[src/rtl/alu_pkg.sv]
// Shared ALU op codes, arbiter FSM encoding and flag bit positions.
package alu_pkg;

  localparam logic [2:0] OP_AND = 3'b000;
  localparam logic [2:0] OP_OR  = 3'b001;
  localparam logic [2:0] OP_ADD = 3'b010;
  localparam logic [2:0] OP_XOR = 3'b011;
  localparam logic [2:0] OP_NOR = 3'b100;
  localparam logic [2:0] OP_ILL = 3'b101;
  localparam logic [2:0] OP_SUB = 3'b110;
  localparam logic [2:0] OP_SLT = 3'b111;

  typedef enum logic [1:0] {
    ST_IDLE = 2'd0,
    ST_EXEC = 2'd1,
    ST_RESP = 2'd2
  } state_t;

  // Flag vector layout is {err, v, s, z}
  localparam int FLAG_Z   = 0;
  localparam int FLAG_S   = 1;
  localparam int FLAG_V   = 2;
  localparam int FLAG_ERR = 3;

endpackage

[src/rtl/alu_arbiter_alu32.sv]
// Existing 32-bit combinational ALU; the reserved op code yields zero.
module alu32
  import alu_pkg::*;
(
  input  logic [31:0] i_a,
  input  logic [31:0] i_b,
  input  logic [2:0]  i_op,
  output logic [31:0] o_result
);

  always_comb begin
    o_result = '0;
    case (i_op)
      OP_ADD:  o_result = i_a + i_b;
      OP_SUB:  o_result = i_a - i_b;
      OP_SLT:  o_result = {31'b0, ($signed(i_a) < $signed(i_b))};
      OP_AND:  o_result = i_a & i_b;
      OP_OR:   o_result = i_a | i_b;
      OP_XOR:  o_result = i_a ^ i_b;
      OP_NOR:  o_result = ~(i_a | i_b);
      default: o_result = '0;
    endcase
  end

endmodule

[src/rtl/alu_arbiter.sv]
// Two-requester arbiter sharing one ALU: IDLE accept, one EXEC cycle, RESP held until taken.
// ALU_ARB_FIXED_PRIO_EN selects fixed priority (req0 wins); default build is round-robin.
module alu_arbiter
  import alu_pkg::*;
#(
  parameter int NREQ = 2
) (
  input  logic        clk,
  input  logic        rst_n,
  input  logic        req0_valid,
  output logic        req0_ready,
  input  logic [31:0] req0_a,
  input  logic [31:0] req0_b,
  input  logic [2:0]  req0_op,
  input  logic        req1_valid,
  output logic        req1_ready,
  input  logic [31:0] req1_a,
  input  logic [31:0] req1_b,
  input  logic [2:0]  req1_op,
  output logic        resp0_valid,
  input  logic        resp0_ready,
  output logic        resp1_valid,
  input  logic        resp1_ready,
  output logic [31:0] resp_result,
  output logic [3:0]  resp_flags
);

  state_t            r_state;
  state_t            w_nxt_state;
  logic [NREQ-1:0]   w_valid;
  logic [NREQ-1:0]   w_gnt;
  logic              w_accept;
  logic              w_resp_take;
  logic              r_gnt_sel;
  logic [31:0]       r_a;
  logic [31:0]       r_b;
  logic [2:0]        r_op;
  logic [31:0]       r_result;
  logic [3:0]        r_flags;
  logic [31:0]       w_alu_res;
  logic [3:0]        w_flags;

  assign w_valid  = {req1_valid, req0_valid};
  assign w_accept = (r_state == ST_IDLE) && (|w_valid);

`ifdef ALU_ARB_FIXED_PRIO_EN
  assign w_gnt = w_valid[0] ? 2'b01 : {w_valid[1], 1'b0};
`else
  // r_prio set means requester 1 is favoured on the next contention
  logic r_prio;

  assign w_gnt = (&w_valid) ? (r_prio ? 2'b10 : 2'b01) : w_valid;

  always_ff @(posedge clk) begin
    if (!rst_n) begin
      r_prio <= 1'b0;
    end else if (w_accept) begin
      r_prio <= w_gnt[0];
    end
  end
`endif

  assign w_resp_take = r_gnt_sel ? resp1_ready : resp0_ready;

  always_comb begin
    w_nxt_state = r_state;
    req0_ready  = 1'b0;
    req1_ready  = 1'b0;
    case (r_state)
      ST_IDLE: begin
        req0_ready = w_gnt[0];
        req1_ready = w_gnt[1];
        if (|w_valid) begin
          w_nxt_state = ST_EXEC;
        end
      end
      ST_EXEC: w_nxt_state = ST_RESP;
      ST_RESP: begin
        if (w_resp_take) begin
          w_nxt_state = ST_IDLE;
        end
      end
      default: w_nxt_state = ST_IDLE;
    endcase
  end

  alu32 u_alu (
    .i_a      (r_a),
    .i_b      (r_b),
    .i_op     (r_op),
    .o_result (w_alu_res)
  );

  // Overflow derived from operand and result signs, not from the ALU
  always_comb begin
    w_flags           = '0;
    w_flags[FLAG_Z]   = (w_alu_res == '0);
    w_flags[FLAG_S]   = w_alu_res[31];
    case (r_op)
      OP_ADD:  w_flags[FLAG_V]   = (r_a[31] == r_b[31]) && (w_alu_res[31] != r_a[31]);
      OP_SUB:  w_flags[FLAG_V]   = (r_a[31] != r_b[31]) && (w_alu_res[31] != r_a[31]);
      OP_ILL:  w_flags[FLAG_ERR] = 1'b1;
      default: w_flags[FLAG_V]   = 1'b0;
    endcase
  end

  always_ff @(posedge clk) begin
    if (!rst_n) begin
      r_state   <= ST_IDLE;
      r_gnt_sel <= 1'b0;
      r_a       <= '0;
      r_b       <= '0;
      r_op      <= '0;
      r_result  <= '0;
      r_flags   <= '0;
    end else begin
      r_state <= w_nxt_state;
      if (w_accept) begin
        r_gnt_sel <= w_gnt[1];
        r_a       <= w_gnt[1] ? req1_a  : req0_a;
        r_b       <= w_gnt[1] ? req1_b  : req0_b;
        r_op      <= w_gnt[1] ? req1_op : req0_op;
      end
      if (r_state == ST_EXEC) begin
        r_result <= w_alu_res;
        r_flags  <= w_flags;
      end
    end
  end

  assign resp0_valid = (r_state == ST_RESP) && !r_gnt_sel;
  assign resp1_valid = (r_state == ST_RESP) &&  r_gnt_sel;
  assign resp_result = r_result;
  assign resp_flags  = r_flags;

endmodule

[config.mk]
export PLATFORM = sky130hd
export DESIGN_NAME = alu_arbiter
export DESIGN_NICKNAME = d
export VERILOG_FILES = /design/src/rtl/alu_pkg.sv /design/src/rtl/alu_arbiter_alu32.sv /design/src/rtl/alu_arbiter.sv
export SDC_FILE = /design/constraint.sdc
export NUM_CORES = 1
export LEC_CHECK = 0
export ABC_CLOCK_PERIOD_IN_PS = 4000
export BUFFER_PORTS_ARGS = -buffer_cell sky130_fd_sc_hd__buf_2
export CORE_UTILIZATION = 43
export DETAILED_ROUTE_END_ITERATION = 8
export HOLD_SLACK_MARGIN = 0.12
export SLEW_MARGIN = 0
export SYNTH_ARGS = -nofsm -noshare
export SYNTH_HDL_FRONTEND = slang
export SYNTH_HIERARCHICAL = 1
export SYNTH_SLANG_ARGS = --single-unit
[constraint.sdc]
create_clock -name clk -period 4 [get_ports clk]
set_input_delay 0.8 -clock clk [delete_from_list [all_inputs] [get_ports clk]]
set_output_delay 0.8 -clock clk [all_outputs]
set_load 0.01 [all_outputs]
Word-level counts from Yosys, hierarchy flattened

Index checks and enable logic that the tools add are counted.

Eq/ne operators: 14
Order comparisons: 1
Reduce and logical (&&, ||, !) cells: 12
Mux-type cells: 14
Add/subtract/negate cells: 2
Bitwise operators: 4

Operator list:

| kind               | count |
|---|---|
| $pmux 32 s7        | 1 |
| $mux 32            | 2 |
| $add 32x32->32     | 1 |
| $and 32x32->32     | 1 |
| $logic_not 32->1   | 1 |
| $lt 32x32->1       | 1 |
| $not 32->32        | 1 |
| $or 32x32->32      | 1 |
| $sub 32x32->32     | 1 |
| $xor 32x32->32     | 1 |
| $eq 3x3->1 const B | 4 |
| $mux 2             | 4 |
| $eq 3x2->1 const B | 2 |
| $pmux 2 s3         | 1 |
| $logic_and 1x1->1  | 5 |
| $mux 1             | 4 |
| $reduce_and 2->1   | 2 |
| $eq 3x1->1 const B | 1 |
| $logic_not 3->1    | 1 |
| $mux 3             | 1 |
| $eq 2x1->1 const B | 1 |
| $eq 2x2->1 const B | 1 |
| $logic_not 2->1    | 1 |
| $ne 1x1->1         | 2 |
| other kinds (6)    | 6 |

Register bits: 107
Output and inout port bits: 40
Input bits: 140

Longest topological paths before layout

Gate-level depths: netlist of run 1.

Depth in word-level cells: 6
Mapped depth: 16
Depth with buffers taken out: 16

Cells and area by module

Netlist of run 1, hierarchy kept.

Modules (own cells, without submodules):

| module      | sequential area each (um^2) | area an instance (um^2) | times used | cells each |
|---|---|---|---|---|
| alu32       | 0.0                         | 5475.3                  | 1          | 857 |
| alu_arbiter | 2122.0                      | 4833.4                  | 1          | 490 |

Worst setup path after synthesis of run 1

OpenSTA, ideal clock, no wires.

Path type: register -> register
From: reg r_a[0]
To: reg r_flags[0] (netlist: resp_flags[0])
Setup time: 0.087 ns
Data arrival time: 3.335 ns
Required time: 3.913 ns
Cell stages (with the launch flop): 15
Setup slack: 0.578 ns
Cell sequence: dfxtp_1 -> ha_1 -> fa_1 -> a21o_1 -> a31o_1 -> a211o_1 -> a211oi_2 -> nor3_1 -> or4b_1 -> o211ai_2 -> xnor2_1 -> o221ai_1 -> nor4_1 -> nand4_1 -> o31ai_1

Elaborated cells between the ends (all ways): 9
Classes of those cells: add/sub: 2; order compare: 1; mux: 1; bitwise: 4; reduce/logical: 1

RTL lines:

| item                                                    | line                                             | RTL |
|---|---|---|
| start, declared                                         | alu_arbiter.sv:35                                | `logic [31:0] r_a;` |
| start signal, assigned                                  | alu_arbiter.sv:120                               | `r_a <= w_gnt[1] ? req1_a : req0_a;` |
| $sub 32x32->32 / $add 32x32->32 (equally long branches) | alu_arbiter_alu32.sv:15, alu_arbiter_alu32.sv:14 |  |
| $pmux 32 s7 (*)                                         | alu_arbiter_alu32.sv:13                          | `case (i_op)` |
| named net w_alu_res[28]                                 | alu_arbiter.sv:40                                | `logic [31:0] w_alu_res;` |
| $logic_not 32->1 (*)                                    | alu_arbiter.sv:97                                | `w_flags[FLAG_Z] = (w_alu_res == '0);` |
| end signal, assigned                                    | alu_arbiter.sv:126                               | `r_flags <= w_flags;` |
| end, declared                                           | alu_arbiter.sv:39                                | `logic [3:0] r_flags;` |

The timed path passes the listed nets; every way through them passes the cells marked *.
A chain may end at the register's enable or synchronous reset.

Worst setup path after layout of run 1

From: reg r_b[0]
To: reg r_flags[0] (netlist: resp_flags[0])

Elaborated cells between the ends (all ways): 9
Classes of those cells: add/sub: 2; order compare: 1; mux: 1; bitwise: 4; reduce/logical: 1

RTL lines:

| item                                                    | line                                             | RTL |
|---|---|---|
| start, declared                                         | alu_arbiter.sv:36                                | `logic [31:0] r_b;` |
| start signal, assigned                                  | alu_arbiter.sv:121                               | `r_b <= w_gnt[1] ? req1_b : req0_b;` |
| $sub 32x32->32 / $add 32x32->32 (equally long branches) | alu_arbiter_alu32.sv:15, alu_arbiter_alu32.sv:14 |  |
| $pmux 32 s7 (*)                                         | alu_arbiter_alu32.sv:13                          |  |
| named net w_alu_res[28]                                 | alu_arbiter.sv:40                                |  |
| $logic_not 32->1 (*)                                    | alu_arbiter.sv:97                                |  |

Marked as above.

==> results of run 1 <==
registers in the layout, summed over array words and instances (netlist names):
| name | flops |
|---|---|
| r_a | 32 |
| resp_flags | 4 |
| r_prio | 1 |
| r_op | 3 |
| r_b | 32 |
| r_state | 2 |
| r_gnt_sel | 1 |
| resp_result | 31 |
cells in the mapped netlist, types with 21 or more instances:
library cell	n	area [um^2]
sky130_fd_sc_hd__o221ai_1	30	263
sky130_fd_sc_hd__a211oi_2	62	776
sky130_fd_sc_hd__buf_2	26	130
sky130_fd_sc_hd__ha_1	103	1290
sky130_fd_sc_hd__clkbuf_1	45	169
sky130_fd_sc_hd__nor3_1	24	120
sky130_fd_sc_hd__dfxtp_1	106	2120
sky130_fd_sc_hd__nand2_1	148	556
sky130_fd_sc_hd__a21oi_1	119	596
sky130_fd_sc_hd__inv_1	99	372
sky130_fd_sc_hd__a211oi_1	21	158
sky130_fd_sc_hd__mux2i_1	77	771
sky130_fd_sc_hd__o21ai_0	62	310
sky130_fd_sc_hd__nor2_1	150	563
timing repair:
item | in CTS | in global routing
setup endpoints to repair | 0 | 2
gates resized for setup | 0 | 20
buffers inserted | 0 | 1
where the power goes:
part,internal [mW],switching [mW]
sequential,1.18,0.117
clock,0.555,0.441
combinational,0.944,1.53
total,2.68,2.09
kinds of logic after synthesis:
logic type      after synthesis  synth area share
compound gates              427             0.309
xor+xnor                     14            0.0119
fa+ha+maj                   105             0.129
simple gates                415             0.177
flops                       106             0.206
mux                          79            0.0780
buf+inv                     201            0.0898
cell type report:
cell class	count	area, um^2	share of cell area
Multi-Input combinational cell	1040	7360	0.622
Sequential cell	106	2120	0.180
Timing Repair Buffer	224	1250	0.105
Tap cell	319	399	0.0338
Inverter	101	382	0.0323
Clock buffer	11	233	0.0197
Clock inverter	5	85.1	0.00720
stage by stage:
step           worst slack [ps]  area [um^2]  std cells  power (mW)
2_1_floorplan               578        10300       1347        3.00
3_3_place_gp                263        11400       1789        3.69
3_5_place_dp               70.6        11400       1789        3.70
4_1_cts                    59.8        11700       1805        4.71
5_1_grt                    3.41        11800       1806        5.08
6_report                    239        11800       1806        4.77
worst max-delay path, delay by kind of cell (launching register included):
family | cells | cell delay [ps]
AO/OA/AOI/OAI | 7 | 1540
XOR/XNOR | 1 | 150
adder cells (fa/ha/maj) | 2 | 650
flip-flops | 1 | 340
AND/OR/NAND/NOR | 4 | 1020
per-layer routing:
metal	GRT usage	vias to the layer above	wire, um
li1	-	5085	-
met1	0.343	4882	14100
met2	0.468	418	15700
met3	0.0346	77	2100
met4	0.101	0	1140
met5	0	-	0
how the worst max path moves through the flow:
stage | to | cells past startpoint
floorplan | resp_flags[0]$_SDFFE_PN0N_ | 14
global placement | resp_flags[0]$_SDFFE_PN0N_ | 14
detailed placement | resp_flags[0]$_SDFFE_PN0N_ | 14
CTS | resp_flags[0]$_SDFFE_PN0N_ | 14
global route | resp_flags[0]$_SDFFE_PN0N_ | 14
finish | resp_flags[0]$_SDFFE_PN0N_ | 14
==> metrics.log, run 1 <==
INFO  metric status = completed
INFO  metric power_density = a little over 400 mW/mm^2
INFO  metric inserted_diodes = 0
INFO  metric flip_flop_and_latch_count_after_synthesis = 106
INFO  metric worst_r2r_startpoint = r_b[0]$_SDFFE_PN0P_
INFO  metric hp-start = resp_result[20]$_SDFFE_PN0N_
INFO  metric post_synth.cell_area_avg = 7.65 um^2
INFO  metric mappedNetlistArea = 0.0103 mm^2
INFO  metric async_set_or_reset_flop_fraction_in_the_synthesized_netlist = 0
INFO  metric post_synth_inst_count = about 1300
INFO  metric place_hpwl = 24700 um
INFO  metric timing_hold_violations_final = 0
INFO  metric routed-via-count = 10500
INFO  metric power_leakage = 5.20 nW
INFO  metric worst_hold_path.endpoint = resp_result[20]$_SDFFE_PN0N_
INFO  metric ir_drop = around 0.00022 V
INFO  metric slew_violations = 0
INFO  metric timing.setup.critical_path_class = flip-flop to flip-flop
INFO  metric via_count_of_the_first_global_routing_pass = 9760
INFO  metric synth_nets = 1592
INFO  metric whs_path_depth = 2
INFO  metric fin_hold_ws = 455 ps
INFO  metric fin_crit_sh = 0.940
INFO  metric port_bufs = 179
INFO  metric detail_route.vias_per_cell = 5.79
INFO  metric crit-reg2reg-capture = resp_flags[0]$_SDFFE_PN0N_
INFO  metric synth_enable_flop_cells = 0
INFO  metric dieArea = 0.0246 mm^2
INFO  metric cp-end-kind = flip-flop
INFO  metric final_core_util = 0.504
INFO  metric ys.flop_type = sky130_fd_sc_hd__dfxtp_1
INFO  metric placeableCoreArea = between 0.02 and 0.025 mm^2
INFO  metric route.antenna.remaining_nets = 0
INFO  metric io_pins = 180
INFO  metric setup_repair_after_global_routing_missed_its_margin = yes
INFO  metric grt_start_max_net_pins = approximately 140
INFO  metric drv.max_cap_violation_count = 0
INFO  metric critical-path-max-stage-delay = 490 ps
INFO  metric maximum_clock_frequency = 0.266 GHz
INFO  metric routed_wl = 33100 um
INFO  metric drt_pass1_iterations = 6
INFO  metric clock_sinks = 106
INFO  metric final_setup_skew = ~11 ps
INFO  metric totalNegativeSetupSlack = 0 ps
INFO  metric rr_worst_depth = 14
INFO  metric final_net_count = 1727
INFO  metric post_cts_hold_buffer_count = 0
INFO  metric most_frequent_standard_cell_in_the_layout_excluding_fill_and_tap_cells = sky130_fd_sc_hd__buf_2
INFO  metric final_layout_size_suffix_gt1_frac = 0.229
INFO  metric critPathRequiredTime = 4280 ps
INFO  metric crit_path_max_fanout = 4
INFO  metric die_w = 157 um
INFO  metric antenna_violations_before_repair = 0
INFO  metric drt-wirelength-per-cell = 18.3 um
INFO  metric std_cell_rows = 56
INFO  metric starting_density = 0.439
INFO  metric clock_insertion_delay_at_the_later_pin_of_the_skew_report = 370 ps
INFO  metric timing_worst_slew_pin_value = about 1000 ps
INFO  metric number_of_h_tree_levels = 3
INFO  metric area_growth_syn_to_layout = 14.7%
INFO  metric cts.clk_slew.worst_paths = 80 ps
INFO  metric grt_first_pass_wirelength = 52200 um
INFO  metric yosys_warnings = 6
INFO  metric worst_slew_margin_rel = 0.327
INFO  metric ff2ff_setup_slack = about 240 ps
INFO  metric grt-ovfl-total = 0
INFO  metric setup_violations = 0
INFO  metric mostFrequentLayoutCells = 179 x sky130_fd_sc_hd__buf_2, 150 x sky130_fd_sc_hd__nor2_1, 148 x sky130_fd_sc_hd__nand2_1
INFO  metric critical_path_arrival = 4040 ps
INFO  metric post-route-drc-count = 0
INFO  metric cell_by_cell_trace_of_the_critical_path = ha_1 -> fa_1 -> a21o_1 -> a31o_1 -> a211o_1 -> a211oi_4 -> nor3_1 -> or4b_1 -> o211ai_2 -> xnor2_1 -> o221ai_1 -> nor4_2 -> nand4_1 -> o31ai_1
INFO  metric crit_path_top_delay_cell = sky130_fd_sc_hd__or4b_1
INFO  metric die_h = 157 um
INFO  metric detailedRoute.firstIterationViolations = around 950
INFO  metric root_buffer = sky130_fd_sc_hd__clkbuf_16
INFO  metric post-route-min-period = approximately 3800 ps
INFO  metric hold_class = flip-flop to flip-flop
INFO  metric timing.critical_path.from = r_b[0]$_SDFFE_PN0P_
INFO  metric aggregate_global_route_resource_usage = 0.272
INFO  metric cts_tree = yes
INFO  metric n_fill_cell = 2403
INFO  metric clock_path_buffers = 2
INFO  metric distinct_cells_synth = 82
INFO  metric finalWeightedCongestion = 1.01
INFO  metric yosysSeqAreaShare = 0.206
INFO  metric worst_setup_path_start_kind = flip-flop
INFO  metric cts_buffers = 9
Power figures use the tool's default switching activity.
==> inputs of run 2 (changes only) <==
--- a/config.mk
+++ b/config.mk
@@ -10,6 +10,7 @@
 export CORE_UTILIZATION = 43
 export DETAILED_ROUTE_END_ITERATION = 8
 export HOLD_SLACK_MARGIN = 0.12
+export PLACE_DENSITY = 0.66
 export SLEW_MARGIN = 0
 export SYNTH_ARGS = -nofsm -noshare
 export SYNTH_HDL_FRONTEND = slang
==> metrics.log, run 2 (synthesis gave the netlist of run 1 again) <==
INFO  metric cell_by_cell_trace_of_the_critical_path = inv_1 -> ha_1 -> nor3_1 -> o211ai_1 -> a21oi_2 -> a211oi_4 -> buf_4 -> o31ai_4 -> nand4_1 -> a31o_2 -> and3_1 -> a21o_1 -> nor4_2 -> nand4_1 -> o31ai_1 (was ha_1 -> fa_1 -> a21o_1 -> a31o_1 -> a211o_1 -> a211oi_4 -> nor3_1 -> or4b_1 -> o211ai_2 -> xnor2_1 -> o221ai_1 -> nor4_2 -> nand4_1 -> o31ai_1)
INFO  metric std_cell_rows = 56 (unchanged)
INFO  metric final_layout_size_suffix_gt1_frac = 0.227 (was 0.229)
INFO  metric layout_cells_excl_fill = 1804 (was 1806)
INFO  metric totalNegativeSetupSlack = 0 ps (unchanged)
INFO  metric route.antenna.remaining_nets = 0 (unchanged)
INFO  metric mostFrequentLayoutCells = 179 x sky130_fd_sc_hd__buf_2, 150 x sky130_fd_sc_hd__nor2_1, 148 x sky130_fd_sc_hd__nand2_1 (unchanged)
INFO  metric critical-path-max-stage-delay = 440 ps (was 490 ps)
INFO  metric port_bufs = 179 (unchanged)
INFO  metric drt-wirelength-per-cell = 17.9 um (was 18.3 um)
INFO  metric crit_path_max_fanout = 10 (was 4)
INFO  metric worst_path_bufs_invs = 2 (was 0)
INFO  metric drv.max_cap_violation_count = 0 (unchanged)
INFO  metric grt-ovfl-total = 0 (unchanged)
INFO  metric dieArea = 0.0246 mm^2 (unchanged)
INFO  metric detail_route.vias_per_cell = 5.74 (was 5.79)
INFO  metric clock_path_buffers = 2 (unchanged)
INFO  metric power_density = 403 mW/mm^2 (about the same)
INFO  metric n_fill_cell = 2334 (was 2403)
INFO  metric finalWeightedCongestion = 0.981 (was 1.01)
INFO  metric detailedRoute.firstIterationViolations = 1040 (was 945)
INFO  metric die_h = 157 um (unchanged)
INFO  metric ir_drop = 0.000265 V (was 0.000223 V)
INFO  metric cts_buffers = 9 (unchanged)
INFO  metric area_growth_syn_to_layout = 15.3% (was 14.7%)
INFO  metric final_setup_skew = 9.64 ps (was 10.7 ps)
INFO  metric family_with_the_most_delay_on_the_worst_path = compound AO/OA/AOI/OAI gates (unchanged)
INFO  metric inserted_diodes = 0 (unchanged)
INFO  metric routed-via-count = 10400 (was 10500)
INFO  metric dp_cells = 1785 (was 1789)
INFO  metric totalPowerFinal = 4.79 mW (was 4.77 mW)
INFO  metric post-route-min-period = 3920 ps (was 3760 ps)
INFO  metric timing_hold_violations_final = 0 (unchanged)
INFO  metric starting_density = 0.439 (unchanged)
INFO  metric critPathRequiredTime = 4270 ps (was 4280 ps)
INFO  metric grt_first_pass_wirelength = 50800 um (was 52200 um)
INFO  metric cp-end-kind = flip-flop (unchanged)
INFO  metric worst_slew_margin_rel = 0.361 (was 0.327)
INFO  metric hold_class = flip-flop to flip-flop (unchanged)
INFO  metric root_buffer = sky130_fd_sc_hd__clkbuf_16 (unchanged)
INFO  metric routed_wl = 32300 um (was 33100 um)
INFO  metric maximum_clock_frequency = 0.255 GHz (was 0.266 GHz)
INFO  metric cts_tree = yes (unchanged)
INFO  metric power_leakage = 5.21 nW (was 5.20 nW)
INFO  metric crit_path_top_delay_cell = sky130_fd_sc_hd__ha_1 (was sky130_fd_sc_hd__or4b_1)
INFO  metric setup_violations = 0 (unchanged)
INFO  metric placeableCoreArea = 0.0235 mm^2 (unchanged)
INFO  metric number_of_h_tree_levels = 3 (unchanged)
INFO  metric most_frequent_standard_cell_in_the_layout_excluding_fill_and_tap_cells = sky130_fd_sc_hd__buf_2 (unchanged)
INFO  metric slew_violations = 0 (unchanged)
INFO  metric post-route-worst-setup-slack = 80.5 ps (was 239 ps)
INFO  metric timing.setup.critical_path_class = flip-flop to flip-flop (unchanged)
INFO  metric critical_path_arrival = 4190 ps (was 4040 ps)
INFO  metric via_count_of_the_first_global_routing_pass = 9674 (was 9760)
INFO  metric final_net_count = 1725 (was 1727)
INFO  metric status = completed (unchanged)
INFO  metric clock_insertion_delay_at_the_later_pin_of_the_skew_report = 360 ps (was 370 ps)
INFO  metric antenna_violations_before_repair = 0 (unchanged)
INFO  metric clock_sinks = 106 (unchanged)
INFO  metric cts.clk_slew.worst_paths = 80 ps (about the same)
INFO  metric drt_pass1_iterations = 6 (unchanged)
INFO  metric fin_crit_sh = 0.980 (was 0.940)
INFO  metric post-route-drc-count = 0 (unchanged)
INFO  metric setup_repair_after_global_routing_missed_its_margin = no (was yes)
INFO  metric aggregate_global_route_resource_usage = 0.261 (was 0.272)
INFO  metric die_w = 157 um (unchanged)
INFO  metric place_hpwl = 24200 um (was 24700 um)
INFO  metric grt_start_max_net_pins = 68 (was 135)
INFO  metric fin_hold_ws = 451 ps (was 455 ps)
INFO  metric worst_setup_path_start_kind = flip-flop (unchanged)
INFO  metric critical_path.most_common_cell = sky130_fd_sc_hd__nand4_1
INFO  metric timing_worst_slew_pin_value = 956 ps (was 1010 ps)
INFO  metric io_pins = 180 (unchanged)
INFO  metric place_worst_setup_slack = 38.0 ps (was 70.6 ps)
INFO  metric post_cts_hold_buffer_count = 0 (unchanged)
run 2: changes by cell type in the layout (fill, tap and decap cells not counted), sizes merged:
cell	delta
buf	-2
clkinv	+1
inv	-1
run 2: power breakdown:
group | leakage, nW | internal [mW] | switching (mW)
Combinational | 4.18 | 0.949 | 1.54
Clock | 0.156 | 0.571 | 0.434
Sequential | 0.875 | 1.18 | 0.124
run 2: worst min-delay path, cell delays in order, from the launching register on:
cell and delay, ps:
sky130_fd_sc_hd__dfxtp_1 310, sky130_fd_sc_hd__nand2_1 50, sky130_fd_sc_hd__a21oi_1 50
run 2: area by class of cell:
cell class	instances	area [um^2]	area share
Multi-Input combinational cell	1040	7380	0.621
Sequential cell	106	2120	0.179
Timing Repair Buffer	222	1270	0.107
Tap cell	319	399	0.0336
Inverter	101	382	0.0321
Clock buffer	11	243	0.0204
Clock inverter	5	85.1	0.00716
run 2: path summary, 6_finish.rpt:
kind                                 from                      endpoint  depth (start not counted)  slack (ps)
max                   r_a[7]$_SDFFE_PN0P_    resp_flags[0]$_SDFFE_PN0N_                         15          80
min          resp_result[20]$_SDFFE_PN0N_  resp_result[20]$_SDFFE_PN0N_                          2         450
max reg2reg           r_a[7]$_SDFFE_PN0P_    resp_flags[0]$_SDFFE_PN0N_                         15          80
min reg2reg  resp_result[20]$_SDFFE_PN0N_  resp_result[20]$_SDFFE_PN0N_                          2         450
run 2: stage by stage:
stage,utilization,area [um^2]
CTS,0.501,11800
finish,0.506,11900
floorplan,-,10300
global placement,0.487,11400
detailed placement,0.487,11400
global route,0.506,11900
run 2: repair_timing:
item | CTS | global route
gates resized for setup | 0 | 23
setup buffers | 0 | 3
setup endpoints to repair | 0 | 3
run 2: per-layer routing:
| layer | vias up | GRT usage | part of all wire |
|---|---|---|---|
| li1 | 5076 | - | - |
| met2 | 391 | 0.448 | 0.48 |
| met1 | 4824 | 0.331 | 0.44 |
| met4 | 0 | 0.0938 | 0.029 |
| met3 | 63 | 0.0374 | 0.057 |
| met5 | - | 0 | 0 |
==> inputs of run 3 (changes only) <==
--- a/config.mk
+++ b/config.mk
@@ -14,5 +14,4 @@
 export SLEW_MARGIN = 0
 export SYNTH_ARGS = -nofsm -noshare
 export SYNTH_HDL_FRONTEND = slang
-export SYNTH_HIERARCHICAL = 1
 export SYNTH_SLANG_ARGS = --single-unit
==> metrics.log, run 3 <==
INFO  metric final_core_util = 0.535 (was 0.506)
INFO  metric final_layout_size_suffix_gt1_frac = 0.216 (was 0.227)
INFO  metric dp_cells = 1884 (was 1785)
INFO  metric synthAdderAreaFrac = 0.128 (was 0.129)
INFO  metric cts.clk_slew.worst_paths = 80 ps (about the same)
INFO  metric detail_route.vias_per_cell = 5.99 (was 5.74)
INFO  metric fin_crit_sh = 0.973 (was 0.980)
INFO  metric grt_first_pass_wirelength = 56100 um (was 50800 um)
INFO  metric timing_hold_violations_final = 0 (unchanged)
INFO  metric grt-ovfl-total = 0 (unchanged)
INFO  metric post_cts_hold_buffer_count = 0 (unchanged)
INFO  metric area_growth_syn_to_layout = 20.7% (was 15.3%)
INFO  metric synth_top_area_share = 0.202 (was 0.206)
INFO  metric antenna_violations_before_repair = 0 (unchanged)
INFO  metric final_cell_area = 0.0127 mm^2 (was 0.0119 mm^2)
INFO  metric placeableCoreArea = 0.0237 mm^2 (was 0.0235 mm^2)
INFO  metric aggregate_global_route_resource_usage = 0.288 (was 0.261)
INFO  metric synth_xor_area_frac = 0.00668 (was 0.0119)
INFO  metric drv.max_cap_violation_count = 0 (unchanged)
INFO  metric detailedRoute.firstIterationViolations = 933 (was 1040)
INFO  metric final_setup_skew = 9.92 ps (was 9.64 ps)
INFO  metric synth_top_cells_by_count = 200 x sky130_fd_sc_hd__nor2_1, 118 x sky130_fd_sc_hd__a21oi_1, 106 x sky130_fd_sc_hd__dfxtp_1 (was 150 x sky130_fd_sc_hd__nor2_1, 148 x sky130_fd_sc_hd__nand2_1, 119 x sky130_fd_sc_hd__a21oi_1)
INFO  metric synth.top_cells.by_area = sky130_fd_sc_hd__dfxtp_1 20%, sky130_fd_sc_hd__ha_1 12%, sky130_fd_sc_hd__mux2i_1 8.0%, sky130_fd_sc_hd__nor2_1 7.2%, sky130_fd_sc_hd__a211oi_1 7.1% (was sky130_fd_sc_hd__dfxtp_1 21%, sky130_fd_sc_hd__ha_1 13%, sky130_fd_sc_hd__a211oi_2 7.5%, sky130_fd_sc_hd__mux2i_1 7.5%, sky130_fd_sc_hd__a21oi_1 5.8%)
INFO  metric grt_start_max_net_pins = 135 (was 68)
INFO  metric synthSimpleGateAreaFrac = 0.183 (was 0.177)
INFO  metric totalNegativeSetupSlack = 0 ps (unchanged)
INFO  metric distinct_cells_synth = 82 (unchanged)
INFO  metric setup_violations = 0 (unchanged)
INFO  metric clock_path_buffers = 2 (unchanged)
INFO  metric route.antenna.remaining_nets = 0 (unchanged)
INFO  metric post-route-worst-setup-slack = 108 ps (was 80.5 ps)
INFO  metric slew_violations = 0 (unchanged)
INFO  metric timing.setup.critical_path_class = flip-flop to flip-flop (unchanged)
INFO  metric hold_class = flip-flop to flip-flop (unchanged)
INFO  metric cts_tree = yes (unchanged)
INFO  metric worst_slew_margin_rel = 0.311 (was 0.361)
INFO  metric power.share.combinational = 0.558 (was 0.519)
INFO  metric place_hpwl = 27400 um (was 24200 um)
INFO  metric final_net_count = 1830 (was 1725)
INFO  metric synthMuxAreaShare = 0.0834 (was 0.0780)
INFO  metric root_buffer = sky130_fd_sc_hd__clkbuf_16 (unchanged)
INFO  metric dieArea = 0.0250 mm^2 (was 0.0246 mm^2)
INFO  metric pwr-share-seq = 0.244 (was 0.272)
INFO  metric synth_nets = 1649 (was 1592)
INFO  metric power_report.internal_total = 2.95 mW (was 2.70 mW)
INFO  metric power_leakage = 5.81 nW (was 5.21 nW)
INFO  metric detailed_place.area = 0.0121 mm^2 (was 0.0114 mm^2)
INFO  metric clock_sinks = 106 (unchanged)
INFO  metric finalWeightedCongestion = 0.991 (was 0.981)
INFO  metric drt-wirelength-per-cell = 19.2 um (was 17.9 um)
INFO  metric drt_pass1_iterations = 5 (was 6)
INFO  metric ir_drop = 0.000202 V (was 0.000265 V)
INFO  metric yosys.cell_count.top_type = sky130_fd_sc_hd__nor2_1 (unchanged)
INFO  metric starting_density = 0.443 (was 0.439)
INFO  metric die_h = 158 um (was 157 um)
INFO  metric post_synth.cell_area_avg = 7.47 um^2 (was 7.65 um^2)
INFO  metric routed-via-count = 11400 (was 10400)
INFO  metric yosysSeqAreaShare = 0.202 (was 0.206)
INFO  metric inserted_diodes = 0 (unchanged)
INFO  metric critical_path_arrival = 4170 ps (was 4190 ps)
INFO  metric synth_compound_area_frac = 0.321 (was 0.309)
INFO  metric std_cell_rows = 56 (unchanged)
INFO  metric most_frequent_standard_cell_in_the_layout_excluding_fill_and_tap_cells = sky130_fd_sc_hd__nor2_1 (was sky130_fd_sc_hd__buf_2)
INFO  metric ys.flop_type = sky130_fd_sc_hd__dfxtp_1 (unchanged)
INFO  metric io_pins = 180 (unchanged)
INFO  metric place_worst_setup_slack = -43.0 ps (was 38.0 ps)
INFO  metric mappedNetlistArea = 0.0105 mm^2 (was 0.0103 mm^2)
INFO  metric post-route-drc-count = 0 (unchanged)
INFO  metric layout_cells_excl_fill = 1908 (was 1804)
INFO  metric critPathRequiredTime = 4270 ps (about the same)
INFO  metric worst_setup_path_start_kind = flip-flop (unchanged)
INFO  metric fin_hold_ws = 466 ps (was 451 ps)
INFO  metric flip_flop_and_latch_count_after_synthesis = 106 (unchanged)
INFO  metric p_clk_frac = 0.197 (was 0.210)
INFO  metric post_synth_inst_count = 1403 (was 1347)
INFO  metric crit_path_max_fanout = 9 (was 10)
INFO  metric net-switching-power = 2.37 mW (was 2.09 mW)
INFO  metric via_count_of_the_first_global_routing_pass = 10500 (was 9674)
INFO  metric port_bufs = 179 (unchanged)
INFO  metric cp-end-kind = flip-flop (unchanged)
INFO  metric synth_top_family_by_area = compound AO/OA/AOI/OAI gates (unchanged)
INFO  metric number_of_h_tree_levels = 3 (unchanged)
INFO  metric timing_worst_slew_pin_value = 1030 ps (was 956 ps)
INFO  metric n_fill_cell = 2404 (was 2334)
INFO  metric routed_wl = 36600 um (was 32300 um)
INFO  metric status = completed (unchanged)
INFO  metric post-route-min-period = 3890 ps (was 3920 ps)
INFO  metric totalPowerFinal = 5.32 mW (was 4.79 mW)
INFO  metric mostFrequentLayoutCells = 199 x sky130_fd_sc_hd__nor2_1, 179 x sky130_fd_sc_hd__buf_2, 116 x sky130_fd_sc_hd__a21oi_1 (was 179 x sky130_fd_sc_hd__buf_2, 150 x sky130_fd_sc_hd__nor2_1, 148 x sky130_fd_sc_hd__nand2_1)
INFO  metric power_density = 420 mW/mm^2 (was 403 mW/mm^2)
INFO  metric cts_buffers = 9 (unchanged)
INFO  metric yosys_warnings = 0 (was 6)
INFO  metric cell_type_with_the_largest_total_area_after_synthesis = sky130_fd_sc_hd__dfxtp_1 (unchanged)
INFO  metric clock_insertion_delay_at_the_later_pin_of_the_skew_report = 370 ps (was 360 ps)
INFO  metric maximum_clock_frequency = 0.257 GHz (was 0.255 GHz)
INFO  metric power.switching_fraction = 0.446 (was 0.437)
INFO  metric async_set_or_reset_flop_fraction_in_the_synthesized_netlist = 0 (unchanged)
INFO  metric synth_enable_flop_cells = 0 (unchanged)
INFO  metric die_w = 158 um (was 157 um)
## run 3: cell types whose count changed after synthesis, moves of 25 or more
| cell | change |
|---|---|
| sky130_fd_sc_hd__nand2_1 | -71 |
| sky130_fd_sc_hd__a211oi_1 | +78 |
| sky130_fd_sc_hd__clkbuf_1 | +41 |
| sky130_fd_sc_hd__a211oi_2 | -61 |
| sky130_fd_sc_hd__buf_2 | -25 |
| sky130_fd_sc_hd__nor2_1 | +50 |
## run 3: timing repair
action                     CTS  global route
gates resized for setup      3            30
setup endpoints to repair    1             4
setup buffers                0             8
pin swaps                    1            13
## run 3: cell families (layout without fill, tap and decap cells)
logic type | Yosys count | after routing
adder cells (fa/ha/maj) | 106 | 106
buffers and inverters | 206 | 392
XOR/XNOR | 8 | 8
multiplexers | 87 | 87
AND/OR/NAND/NOR | 419 | 419
AO/OA/AOI/OAI | 471 | 471
flip-flops | 106 | 106
## run 3: worst max-delay path, stage by stage (launching register included)
cell and delay (ps):
sky130_fd_sc_hd__dfxtp_1 380, sky130_fd_sc_hd__inv_1 70, sky130_fd_sc_hd__ha_2 420, sky130_fd_sc_hd__and3_1 200, sky130_fd_sc_hd__a221oi_1 80, sky130_fd_sc_hd__buf_4 160
sky130_fd_sc_hd__o21ai_2 230, sky130_fd_sc_hd__o21ai_0 130, sky130_fd_sc_hd__buf_4 170, sky130_fd_sc_hd__or4_1 520, sky130_fd_sc_hd__and2_1 210, sky130_fd_sc_hd__a221o_1 330
sky130_fd_sc_hd__a222oi_1 450, sky130_fd_sc_hd__nand4bb_1 170, sky130_fd_sc_hd__o31ai_1 280
## run 3: worst paths after layout
kind                          startpoint                          end  slack, ps  cells after the start
max                  r_b[4]$_SDFFE_PN0P_   resp_flags[0]$_SDFFE_PN0N_        110                     14
min          resp_result[9]$_SDFFE_PN0N_  resp_result[9]$_SDFFE_PN0N_        470                      2
max reg2reg          r_b[4]$_SDFFE_PN0P_   resp_flags[0]$_SDFFE_PN0N_        110                     14
min reg2reg  resp_result[9]$_SDFFE_PN0N_  resp_result[9]$_SDFFE_PN0N_        470                      2
## run 3: cell type report
class	instances	area, um^2	area share
timing repair buffer	275	1650	0.131
inverter	101	379	0.0299
clock buffer	10	239	0.0189
sequential	106	2130	0.169
clock inverter	6	95.1	0.00751
multi-input combinational	1091	7760	0.613
tap	319	399	0.0315
## run 3: routing by layer
metal	track usage	routed length (um)
met1	0.359	15700
met3	0.0372	2160
met2	0.496	17400
met4	0.123	1410
met5	0	0
## run 3: power by group through the flow
stage          clock network (mW)  registers, mW  logic (mW)
2_1_floorplan                   0           1.32        1.84
3_3_place_gp                    0           1.32        2.81
3_5_place_dp                    0           1.32        2.82
4_1_cts                      1.07           1.30        2.84
5_1_grt                      1.10           1.32        3.23
6_report                     1.05           1.30        2.97
